$ cat src/rtl/output_adc.sv
// Multi-lane serial ADC reader: on a start/finish toggle handshake it runs one
// convert-then-shift cycle across NUM_COL lanes and publishes the captured words.
module output_adc #(
    parameter int unsigned NUM_COL = 8,
    parameter int unsigned DATA_W  = 12,
    parameter int unsigned CONV_T  = 40
) (
    input  logic                             clk,
    input  logic                             rstn,
    input  logic                             start,
    input  logic [NUM_COL-1:0]               SDO,
    output logic                             CS_N,
    output logic                             SCLK,
    output logic [NUM_COL-1:0][DATA_W-1:0]   ADC_DATA,
    output logic                             finish,
    output logic                             busy
);

    localparam int unsigned BitCntW = (DATA_W > 1) ? $clog2(DATA_W) : 1;

    typedef enum logic [1:0] {StIdle, StConv, StShift, StDone} state_e;

    state_e                           state_q, state_d;
    logic [7:0]                       conv_cnt_q, conv_cnt_d;
    logic [BitCntW-1:0]               bit_cnt_q, bit_cnt_d;
    logic                             cs_n_q, cs_n_d;
    logic                             sclk_q, sclk_d;
    logic                             finish_q, finish_d;
    logic [NUM_COL-1:0][DATA_W-1:0]   shift_q, shift_d;
    logic [NUM_COL-1:0][DATA_W-1:0]   adc_data_q, adc_data_d;

    logic pending;
    logic conv_last;
    logic bit_last;

    assign pending   = start ^ finish_q;
    assign conv_last = (conv_cnt_q == 8'(CONV_T - 1));
    assign bit_last  = (bit_cnt_q == BitCntW'(DATA_W - 1));

    // State register
    always_ff @(posedge clk or negedge rstn) begin
        if (!rstn) begin
            state_q <= StIdle;
        end else begin
            state_q <= state_d;
        end
    end

    // Next-state logic; requests are only looked at from idle
    always_comb begin
        state_d = state_q;
        unique case (state_q)
            StIdle:  if (pending) state_d = StConv;
            StConv:  if (conv_last) state_d = StShift;
            StShift: if (sclk_q && bit_last) state_d = StDone;
            StDone:  state_d = StIdle;
            default: state_d = StIdle;
        endcase
    end

    always_ff @(posedge clk or negedge rstn) begin
        if (!rstn) begin
            conv_cnt_q <= '0;
            bit_cnt_q  <= '0;
            cs_n_q     <= 1'b1;
            sclk_q     <= 1'b0;
            finish_q   <= 1'b0;
            shift_q    <= '0;
            adc_data_q <= '0;
        end else begin
            conv_cnt_q <= conv_cnt_d;
            bit_cnt_q  <= bit_cnt_d;
            cs_n_q     <= cs_n_d;
            sclk_q     <= sclk_d;
            finish_q   <= finish_d;
            shift_q    <= shift_d;
            adc_data_q <= adc_data_d;
        end
    end

    always_comb begin
        conv_cnt_d = conv_cnt_q;
        bit_cnt_d  = bit_cnt_q;
        cs_n_d     = cs_n_q;
        sclk_d     = sclk_q;
        finish_d   = finish_q;
        shift_d    = shift_q;
        adc_data_d = adc_data_q;
        unique case (state_q)
            StIdle: begin
                cs_n_d = 1'b1;
                sclk_d = 1'b0;
                if (pending) begin
                    cs_n_d     = 1'b0;
                    conv_cnt_d = '0;
                    bit_cnt_d  = '0;
                    shift_d    = '0;
                end
            end
            StConv: begin
                if (conv_last) begin
                    sclk_d = 1'b1;
                end else begin
                    conv_cnt_d = conv_cnt_q + 8'd1;
                end
            end
            StShift: begin
                // Sample on the edge that drops SCLK; the ADC moves SDO on that falling edge
                if (sclk_q) begin
                    sclk_d = 1'b0;
                    for (int i = 0; i < int'(NUM_COL); i++) begin
                        shift_d[i] = {shift_q[i][DATA_W-2:0], SDO[i]};
                    end
                    if (!bit_last) begin
                        bit_cnt_d = bit_cnt_q + 1'b1;
                    end
                end else begin
                    sclk_d = 1'b1;
                end
            end
            StDone: begin
                adc_data_d = shift_q;
                finish_d   = ~finish_q;
                cs_n_d     = 1'b1;
                sclk_d     = 1'b0;
            end
            default: begin
                cs_n_d = 1'b1;
                sclk_d = 1'b0;
            end
        endcase
    end

    // Outputs
    always_comb begin
        CS_N     = cs_n_q;
        SCLK     = sclk_q;
        finish   = finish_q;
        ADC_DATA = adc_data_q;
        busy     = (state_q != StIdle);
    end

endmodule

$ cat config.mk
export PLATFORM = sky130hd
export DESIGN_NAME = output_adc
export DESIGN_NICKNAME = d
export VERILOG_FILES = /design/src/rtl/output_adc.sv
export SDC_FILE = /design/constraint.sdc
export NUM_CORES = 1
export LEC_CHECK = 0
export CAP_MARGIN = 0
export CORE_ASPECT_RATIO = 1.25
export CORE_MARGIN = 3
export CORE_UTILIZATION = 55
export CTS_BUF_LIST = sky130_fd_sc_hd__clkbuf_2
export CTS_CLUSTER_DIAMETER = 30
export DETAILED_ROUTE_END_ITERATION = 12
export HOLD_SLACK_MARGIN = 0.08
export PLACE_DENSITY_LB_ADDON = 0.25
export SETUP_SLACK_MARGIN = 0.3
export SYNTH_ARGS = -nofsm -noshare
export SYNTH_HDL_FRONTEND = slang
export SYNTH_SLANG_ARGS = --single-unit
$ cat constraint.sdc
create_clock -name clk -period 2.7 [get_ports clk]
set_clock_uncertainty 0.15 [all_clocks]
set_input_delay 0.27 -clock clk [delete_from_list [all_inputs] [get_ports clk]]
set_output_delay 0.27 -clock clk [all_outputs]
set_load 0.005 [all_outputs]
==> results of run 1 <==
-- path summary, 6_finish.rpt --
kind / startpoint / endpoint / slack (ns)
max in group asynchronous: rstn / ADC_DATA[42]$_DFFE_PN0P_ / 1.05
max: state_q[1]$_DFFE_PN0P_ / shift_q[74]$_DFFE_PN0P_ / 0.41
min reg2reg: shift_q[60]$_DFFE_PN0P_ / shift_q[61]$_DFFE_PN0P_ / 0.34
max reg2reg: state_q[1]$_DFFE_PN0P_ / shift_q[74]$_DFFE_PN0P_ / 0.41
min: start / CS_N$_DFFE_PN1P_ / 0.31
min in group asynchronous: rstn / ADC_DATA[36]$_DFFE_PN0P_ / 0.54
-- sequential cells by signal, indices dropped and copies added, names as in the netlist --
signal / flops
ADC_DATA: 96
CS_N: 1
SCLK: 1
bit_cnt_q: 4
conv_cnt_q: 8
finish: 1
shift_q: 96
state_q: 2
-- layout by cell type, fill, tap and decap left out, types with 9 or more instances in the layout --
cell type / instances
dfrtp_1: 208
clkdlybuf4s50_1: 109
a22o_1: 100
mux2_2: 97
clkbuf_2: 68
clkinv_1: 17
dlygate4sd3_1: 10
buf_4: 10
nand3_1: 9
nand2_1: 9
-- stage by stage --
step	hold slack (ns)	utilization	area, µm²	instances
CTS	0.252	0.702	9780	882
floorplan	-0.176	-	7900	518
finish	0.307	0.702	9790	883
global route	0.294	0.702	9790	883
global placement	0.200	0.660	9200	780
detailed placement	0.200	0.660	9200	780
-- power by group through the flow --
stage | clock (W) | sequential, W | combinational (W)
2_1_floorplan | 0 | 0.00411 | 0.00199
3_3_place_gp | 0 | 0.00418 | 0.00302
3_5_place_dp | 0 | 0.00422 | 0.00313
4_1_cts | 0.00206 | 0.00415 | 0.00322
5_1_grt | 0.00223 | 0.00424 | 0.00349
6_report | 0.00198 | 0.00415 | 0.00321
-- worst max-delay path, delay by kind of cell (launching register included) --
kind,cells,cell delay (ns)
flops,1,0.40
compound gates,2,0.44
simple gates,2,0.45
fa+ha+maj,1,0.30
buf+inv,2,0.42
-- logic make-up after synthesis --
logic type / share of synthesized area
mux: 0.143
buf+inv: 0.0250
compound gates: 0.129
fa+ha+maj: 0.00951
simple gates: 0.0276
flops: 0.663
xor+xnor: 0.00333
-- timing repair --
item / CTS / global route
cloned: 0 / 0
hold buffers: 10 / 0
endpoints found under the setup margin: 1 / 1
setup buffers: 2 / 0
endpoints found under the hold margin: 217 / 0
gates resized for setup: 3 / 3
pin swaps: 0 / 1
-- metal layers --
metal / track usage / share of wire / wire length (µm)
met1: 0.276 / 0.43 / 6900
met2: 0.348 / 0.50 / 8030
met4: 0.0677 / 0.017 / 272
met3: 0.0475 / 0.046 / 738
met5: 0 / 0 / 0
-- final cells by class --
cell class | count | area share
well taps | 175 | 0.0224
repair buffers | 134 | 0.138
clock inverters | 22 | 0.0118
flip-flops and latches | 209 | 0.534
diodes | 1 | 0.000256
multi-input cells | 267 | 0.256
inverters | 7 | 0.00268
clock buffers | 68 | 0.0348
==> impl_metrics.env, run 1 <==
export IMPL_status="completed"
export IMPL_sw_frac_of_total=0.354
export IMPL_post_route_min_period_ns=2.29
export IMPL_hp_class="in -> reg"
export IMPL_layout_setup_ws_ns=0.410
export IMPL_first_iter_violations=261
export IMPL_drc=0
export IMPL_cts_tree="done"
export IMPL_ff_latch_area_um2=5230
export IMPL_track_usage=0.210
export IMPL_slowest_delay_ns=0.40
export IMPL_syn_nets=535
export IMPL_synth_edff_count=0
export IMPL_die_width_um=113
export IMPL_p_sw_w=0.00330
export IMPL_multiInputGateArea_um2=2500
export IMPL_hold_viol=0
export IMPL_arrival_ns=2.75
export IMPL_grt_pass1_vias=5541
export IMPL_grt_max_degree=84
export IMPL_crit_type="reg -> reg"
export IMPL_fin_total_pwr_w=0.00934
export IMPL_seqPwrFrac=0.444
export IMPL_p_int_w=0.00604
export IMPL_ir_drop_mv=0.778
export IMPL_post_drt_wl_per_cell_um=18.0
export IMPL_end_kind="register"
export IMPL_fin_crit_sh=0.848
export IMPL_syn_instance_count=518
export IMPL_cts_sinks=209
export IMPL_insertion_delay_ns=0.72
export IMPL_synth_top_area_frac=0.659
export IMPL_required_ns=3.16
export IMPL_maxSlewViolCount=0
export IMPL_synth_area_um2=7900
export IMPL_start_kind="register"
export IMPL_clockBufferDepth=3
export IMPL_synth_flop_cell="dfrtp_1"
export IMPL_hpwl_um=9940
export IMPL_cts_clk_slew_worst_paths_ns=0.11
export IMPL_fillers=991
export IMPL_fmax_mhz=437
export IMPL_area_growth_pct=24.0
export IMPL_firstDrtPassIters=4
export IMPL_ys_ff_latch=209
export IMPL_gp_congestion=0.765
export IMPL_initial_utilization=0.567
export IMPL_yosys_top_cells_count="dfrtp_1 (208), a22o_1 (100), mux2_2 (97)"
export IMPL_grt_pass1_wl_um=27400
export IMPL_io_pins=111
export IMPL_avgSynthCellArea_um2=15.2
export IMPL_fin_setup_tns_ns=0
export IMPL_die_y_um=140
export IMPL_grt_ovfl_total=0
export IMPL_ys_async_sr_fraction=1.00
export IMPL_yosysMostFrequentCell="dfrtp_1"
export IMPL_rr_worst_depth=7
export IMPL_power_density_nw_per_um2=954
export IMPL_synth_seq_area_share=0.663
export IMPL_finalSetupViolations=0
export IMPL_fin_nets=686
export IMPL_coreArea_um2=13900
export IMPL_yosysTopAreaCell="dfrtp_1"
export IMPL_antenna_found_initial=1
export IMPL_num_rows=48
export IMPL_drtAntennaViolNets=0
export IMPL_holdPathStages=4
export IMPL_dp_slack_ns=0.394
export IMPL_yosysWarnings=0
export IMPL_synth_area_top_cells="dfrtp_1 (66%), mux2_2 (14%), a22o_1 (11%)"
export IMPL_combPwrFrac=0.344
export IMPL_drive_gt1_frac=0.274
export IMPL_worstPathCellList="buf_4 -> ha_1 -> nor2b_1 -> a21oi_1 -> and2_4 -> buf_12 -> a22o_1"
export IMPL_cp_max_fo=65
export IMPL_h_tree_depth=2
export IMPL_worst_path_max_delay_cell="dfrtp_1"
export IMPL_totalWireLength_um=15900
export IMPL_rsz0062_at_grt="true"
export IMPL_numCtsBuffers=50
export IMPL_cts_root_buf="clkbuf_2"
export IMPL_synth_cell_type_count=36
export IMPL_drv_cap=0
export IMPL_worstMarginPinSlew_ns=0.650
export IMPL_viasPerCell=5.72
export IMPL_io_buffer_count=110
export IMPL_dieArea_um2=15800
export IMPL_vias=5053
export IMPL_p_leak_nw=4.78
export IMPL_pwr_share_clk=0.212
export IMPL_relSlewSlack=0.554
Power figures use the tool's default switching activity.
==> run 2, diff against run 1 <==
==> constraint.sdc (replaced) <==
create_clock -name clk -period 2.3 [get_ports clk]
set_clock_uncertainty 0.15 [all_clocks]
set_input_delay 0.23 -clock clk [delete_from_list [all_inputs] [get_ports clk]]
set_output_delay 0.23 -clock clk [all_outputs]
set_load 0.005 [all_outputs]
==> run 2 against run 1 <==
- combinational power increased by 32%
- global-route usage increased by 0.40 points
- total power increased by 23%
- register-to-register slack got worse by 0.11 ns
- fmax increased by 14%
- setup slack got worse by 0.11 ns
- hold slack got worse by 0.058 ns
- first-iteration DRC count increased by 26%
- die area unchanged
- sequential power increased by 17%
- final cell count increased by 4.0%
- critical path type unchanged
- largest cell class unchanged
==> impl_metrics.env, run 2 (synthesis results as in run 1) <==
export IMPL_arrival_ns=2.48
export IMPL_start_kind="register"
export IMPL_power_density_nw_per_um2=1140
export IMPL_die_width_um=113
export IMPL_post_drt_wl_per_cell_um=18.4
export IMPL_antenna_found_initial=1
export IMPL_die_y_um=140
export IMPL_totalWireLength_um=16800
export IMPL_track_usage=0.214
export IMPL_rsz0062_at_grt="true"
export IMPL_num_rows=48
export IMPL_io_pins=111
export IMPL_required_ns=2.78
export IMPL_clockBufferDepth=3
export IMPL_fin_nets=719
export IMPL_cts_sinks=209
export IMPL_fmax_mhz=499
export IMPL_cts_root_buf="clkbuf_2"
export IMPL_viasPerCell=5.61
export IMPL_gp_congestion=0.809
export IMPL_placed_cells_incl_taps=781
export IMPL_grt_max_degree=73
export IMPL_grt_pass1_wl_um=27700
export IMPL_holdPathStages=4
export IMPL_insertion_delay_ns=0.76
export IMPL_coreArea_um2=13900
export IMPL_p_leak_nw=5.46
export IMPL_status="completed"
export IMPL_maxSlewViolCount=0
export IMPL_grt_ovfl_total=0
export IMPL_finalSetupViolations=0
export IMPL_initial_utilization=0.567
export IMPL_cp_max_fo=51
export IMPL_drc=0
export IMPL_area_growth_pct=27.8
export IMPL_fin_setup_tns_ns=0
export IMPL_dieArea_um2=15800
export IMPL_crit_type="reg -> reg"
export IMPL_ir_drop_mv=0.873
export IMPL_h_tree_depth=2
export IMPL_fin_crit_sh=0.871
export IMPL_cts_tree="done"
export IMPL_first_iter_violations=330
export IMPL_drv_cap=0
export IMPL_stdcell_count=918
export IMPL_post_route_min_period_ns=2.00
export IMPL_cts_clk_slew_worst_paths_ns=0.11
export IMPL_vias=5149
export IMPL_firstDrtPassIters=4
export IMPL_layout_common_cells="dfrtp_1 (208), a22o_1 (100), dlygate4sd2_1 (99)"
export IMPL_io_buffer_count=110
export IMPL_relSlewSlack=0.647
export IMPL_hold_viol=0
export IMPL_worstMarginPinSlew_ns=0.530
export IMPL_drtAntennaViolNets=0
export IMPL_numCtsBuffers=49
export IMPL_hp_class="in -> reg"
export IMPL_end_kind="register"
export IMPL_drive_gt1_frac=0.327
export IMPL_reg2reg_slack_ns=0.30
export IMPL_hpwl_um=9700
export IMPL_rr_worst_depth=6
export IMPL_grt_pass1_vias=5567
export IMPL_final_common_cell="dfrtp_1"
run 2: cell types whose count changed in the layout (fill, tap and decap cells not counted), moves of 2 or more:
cell             before  now
clkdlybuf4s50_1     109    9
buf_12                3    6
clkinv_1             17   12
buf_16                0    2
clkbuf_2             68   74
buf_4                10   37
dlygate4sd2_1         0   99
ha_4                  2    4
ha_1                  4    2
run 2: worst paths after layout:
kind	endpoint	startpoint
worst min register to register	CS_N$_DFFE_PN1P_	CS_N$_DFFE_PN1P_
worst max register to register	shift_q[27]$_DFFE_PN0P_	state_q[1]$_DFFE_PN0P_
min in group asynchronous	shift_q[36]$_DFFE_PN0P_	rstn
worst min-delay path	CS_N$_DFFE_PN1P_	start
max in group asynchronous	ADC_DATA[19]$_DFFE_PN0P_	rstn
worst max-delay path	shift_q[27]$_DFFE_PN0P_	state_q[1]$_DFFE_PN0P_
run 2: layer usage:
| metal | vias up | part of all wire | global-route usage |
|---|---|---|---|
| met5 | - | 0 | 0 |
| met4 | 0 | 0.018 | 0.0810 |
| met3 | 23 | 0.056 | 0.0549 |
| met2 | 146 | 0.51 | 0.349 |
| met1 | 2661 | 0.42 | 0.276 |
| li1 | 2319 | - | - |
run 2: what timing repair did:
action                     in CTS  in global routing
buffers inserted               27                  6
pin swaps                       1                  8
resized for setup             108                 16
hold endpoints to repair      217                  0
setup endpoints to repair     207                109
hold buffers                   10                  0
gates cloned                    1                  1
run 2: final cells by class:
type	instances	area (µm²)
Antenna cell	2	5.00
Clock buffer	73	365
Clock inverter	17	95.1
Fill cell	959	3840
Inverter	7	28.8
Multi-Input combinational cell	267	2570
Sequential cell	209	5230
Tap cell	175	219
Timing Repair Buffer	168	1580
run 2: critical path, stage by stage (launching register included):
cell	delay [ns]
dfrtp_1	0.41
buf_4	0.16
ha_4	0.16
nor2b_4	0.14
a211o_4	0.38
buf_16	0.22
a22o_1	0.25
run 2: where the power goes:
group / switching (W) / internal [W]
combinational: 0.00219 / 0.00206
clock: 0.00142 / 0.000964
sequential: 0.000481 / 0.00436
run 2: through the flow:
step / instance area (µm²) / hold slack, ns / util / total power, W / worst slack, ns
after detailed placement: 9260 / 0.107 / 0.664 / 0.00868 / 0.131
after global routing: 10100 / 0.239 / 0.724 / 0.0122 / 0.202
final: 10100 / 0.248 / 0.724 / 0.0115 / 0.296
after floorplan: 7900 / -0.216 / - / 0.00716 / 0.381
after CTS: 9960 / 0.139 / 0.715 / 0.0113 / 0.108
after global placement: 9260 / 0.104 / 0.664 / 0.00852 / 0.210
==> run 3, diff against run 2 <==
--- a/config.mk
+++ b/config.mk
@@ -6,11 +6,12 @@
 export NUM_CORES = 1
 export LEC_CHECK = 0
 export CAP_MARGIN = 0
-export CORE_ASPECT_RATIO = 1.25
+export CORE_ASPECT_RATIO = 0.9
 export CORE_MARGIN = 3
 export CORE_UTILIZATION = 55
 export CTS_BUF_LIST = sky130_fd_sc_hd__clkbuf_2
 export CTS_CLUSTER_DIAMETER = 30
+export CTS_CLUSTER_SIZE = 28
 export DETAILED_ROUTE_END_ITERATION = 12
 export HOLD_SLACK_MARGIN = 0.08
 export PLACE_DENSITY_LB_ADDON = 0.25
==> run 3 against run 2 <==
- non-clock buffer count shrank 5
- flip-flop and latch count is the same
- sequential share of layout area shrank 2.2 points
- via count grew 0.14%
- setup slack lost 0.067 ns
- first-iteration DRC count grew 3.6%
- design area grew 4.4%
- critical path depth is the same
==> impl_metrics.env, run 3 (synthesis results as in run 1) <==
export IMPL_cp_max_fo=5
export IMPL_fin_nets=704
export IMPL_die_y_um=120
export IMPL_cp_depth=6
export IMPL_hold_viol=0
export IMPL_cts_root_buf="clkbuf_2"
export IMPL_diodes=0
export IMPL_io_pins=111
export IMPL_post_drt_wl_per_cell_um=19.5
export IMPL_cts_sinks=209
export IMPL_crit_type="reg -> reg"
export IMPL_holdPathStages=4
export IMPL_hpwl_um=9430
export IMPL_p_int_w=0.00795
export IMPL_insertion_delay_ns=0.70
export IMPL_coreArea_um2=13700
export IMPL_grt_max_degree=67
export IMPL_antenna_found_initial=0
export IMPL_maxSlewViolCount=0
export IMPL_worst_path_max_delay_cell="or4b_4"
export IMPL_seqPwrFrac=0.393
export IMPL_required_ns=2.79
export IMPL_drive_gt1_frac=0.317
export IMPL_final_core_util=0.768
export IMPL_cp_top_family="simple AND/OR/NAND/NOR gates"
export IMPL_grt_pass1_wl_um=26100
export IMPL_cp_startpoint="state_q[1]$_DFFE_PN0P_"
export IMPL_numCtsBuffers=39
export IMPL_slowest_delay_ns=0.53
export IMPL_drv_cap=0
export IMPL_track_usage=0.199
export IMPL_cts_clk_slew_worst_paths_ns=0.16
export IMPL_initial_utilization=0.576
export IMPL_finalSetupViolations=0
export IMPL_area_growth_pct=33.4
export IMPL_grt_pass1_vias=5108
export IMPL_rsz0062_at_grt="true"
export IMPL_p_sw_w=0.00439
export IMPL_vias=5156
export IMPL_die_width_um=132
export IMPL_regToRegStartpoint="state_q[1]$_DFFE_PN0P_"
export IMPL_clockBufferDepth=3
export IMPL_final_common_cell="dfrtp_1"
export IMPL_io_buffer_count=110
export IMPL_firstDrtPassIters=4
export IMPL_hp_class="in -> reg"
export IMPL_first_iter_violations=342
export IMPL_pwr_share_clk=0.230
export IMPL_worstMarginPinSlew_ns=0.523
export IMPL_cts_tree="done"
export IMPL_totalWireLength_um=17600
export IMPL_worstPathCellList="buf_6 -> ha_2 -> nor2b_2 -> a211o_4 -> or4b_4 -> nand3_2"
export IMPL_post_route_min_period_ns=2.07
export IMPL_sw_frac_of_total=0.355
export IMPL_p_leak_nw=6.73
export IMPL_power_density_nw_per_um2=1170
export IMPL_fmax_mhz=483
export IMPL_h_tree_depth=2
export IMPL_rr_worst_depth=6
export IMPL_critical_path_buf_inv_count=1
export IMPL_dieArea_um2=15800
export IMPL_grt_ovfl_total=0
export IMPL_ir_drop_mv=0.666
export IMPL_fin_setup_tns_ns=0
export IMPL_min_from="start"
export IMPL_combPwrFrac=0.377
export IMPL_relSlewSlack=0.645
export IMPL_end_kind="register"
export IMPL_viasPerCell=5.70
export IMPL_num_rows=40
export IMPL_drc=0
export IMPL_drtAntennaViolNets=0
export IMPL_arrival_ns=2.57
export IMPL_layout_common_cells="dfrtp_1 (208), a22o_1 (100), mux2_2 (97), dlymetal6s2s_1 (97), clkbuf_2 (43)"
export IMPL_start_kind="register"
export IMPL_gp_congestion=0.749
export IMPL_fin_crit_sh=0.901
export IMPL_status="completed"
run 3: worst reg2reg max path, stage by stage, from the launching register on:
cell     delay (ns)
dfrtp_1        0.44
buf_6          0.15
ha_2           0.18
nor2b_2        0.18
a211o_4        0.31
or4b_4         0.53
nand3_2        0.09
run 3: layout make-up:
type	count	area (µm²)
Clock buffer	42	210
Fill cell	842	3180
Tap cell	189	236
Multi-Input combinational cell	267	2530
Inverter	7	26.3
Sequential cell	209	5230
Clock inverter	28	328
Timing Repair Buffer	163	1970
run 3: power by group through the flow:
stage / Clock (W) / Sequential (W) / Combinational, W
after global routing: 0.00310 / 0.00494 / 0.00498
final: 0.00284 / 0.00485 / 0.00465
after detailed placement: 0 / 0.00494 / 0.00368
after CTS: 0.00291 / 0.00485 / 0.00392
after floorplan: 0 / 0.00483 / 0.00233
after global placement: 0 / 0.00490 / 0.00358
run 3: metal layers:
metal  track usage  wire [µm]
met5             0          0
met4        0.0649        308
met3        0.0536       1040
met2         0.304       8470
met1         0.282       7780
run 3: metrics by stage:
stage / hold slack (ns) / power [W] / cell area [µm²] / worst slack (ns) / cells
after global routing: 0.204 / 0.0130 / 10500 / 0.189 / 905
after CTS: 0.123 / 0.0117 / 9950 / 0.102 / 879
after detailed placement: 0.0977 / 0.00862 / 9250 / 0.0652 / 795
final: 0.269 / 0.0123 / 10500 / 0.229 / 905
after floorplan: -0.216 / 0.00716 / 7900 / 0.381 / 518
after global placement: 0.0920 / 0.00848 / 9250 / 0.129 / 795
run 3: repair_timing:
item,4_1_cts,5_1_grt
setup buffers,4,19
endpoints found under the hold margin,217,0
gates cloned,0,7
gates resized for setup,12,112
pin swaps,0,7
endpoints found under the setup margin,204,203
hold buffers,10,0
run 3: path summary, 6_finish.rpt:
kind	end	slack, ns
setup / recovery	bit_cnt_q[3]$_DFFE_PN0P_	0.23
hold / removal	CS_N$_DFFE_PN1P_	0.27
setup reg to reg	bit_cnt_q[3]$_DFFE_PN0P_	0.23
hold reg to reg	CS_N$_DFFE_PN1P_	0.34
max in group asynchronous	ADC_DATA[20]$_DFFE_PN0P_	0.81
min in group asynchronous	ADC_DATA[24]$_DFFE_PN0P_	0.42
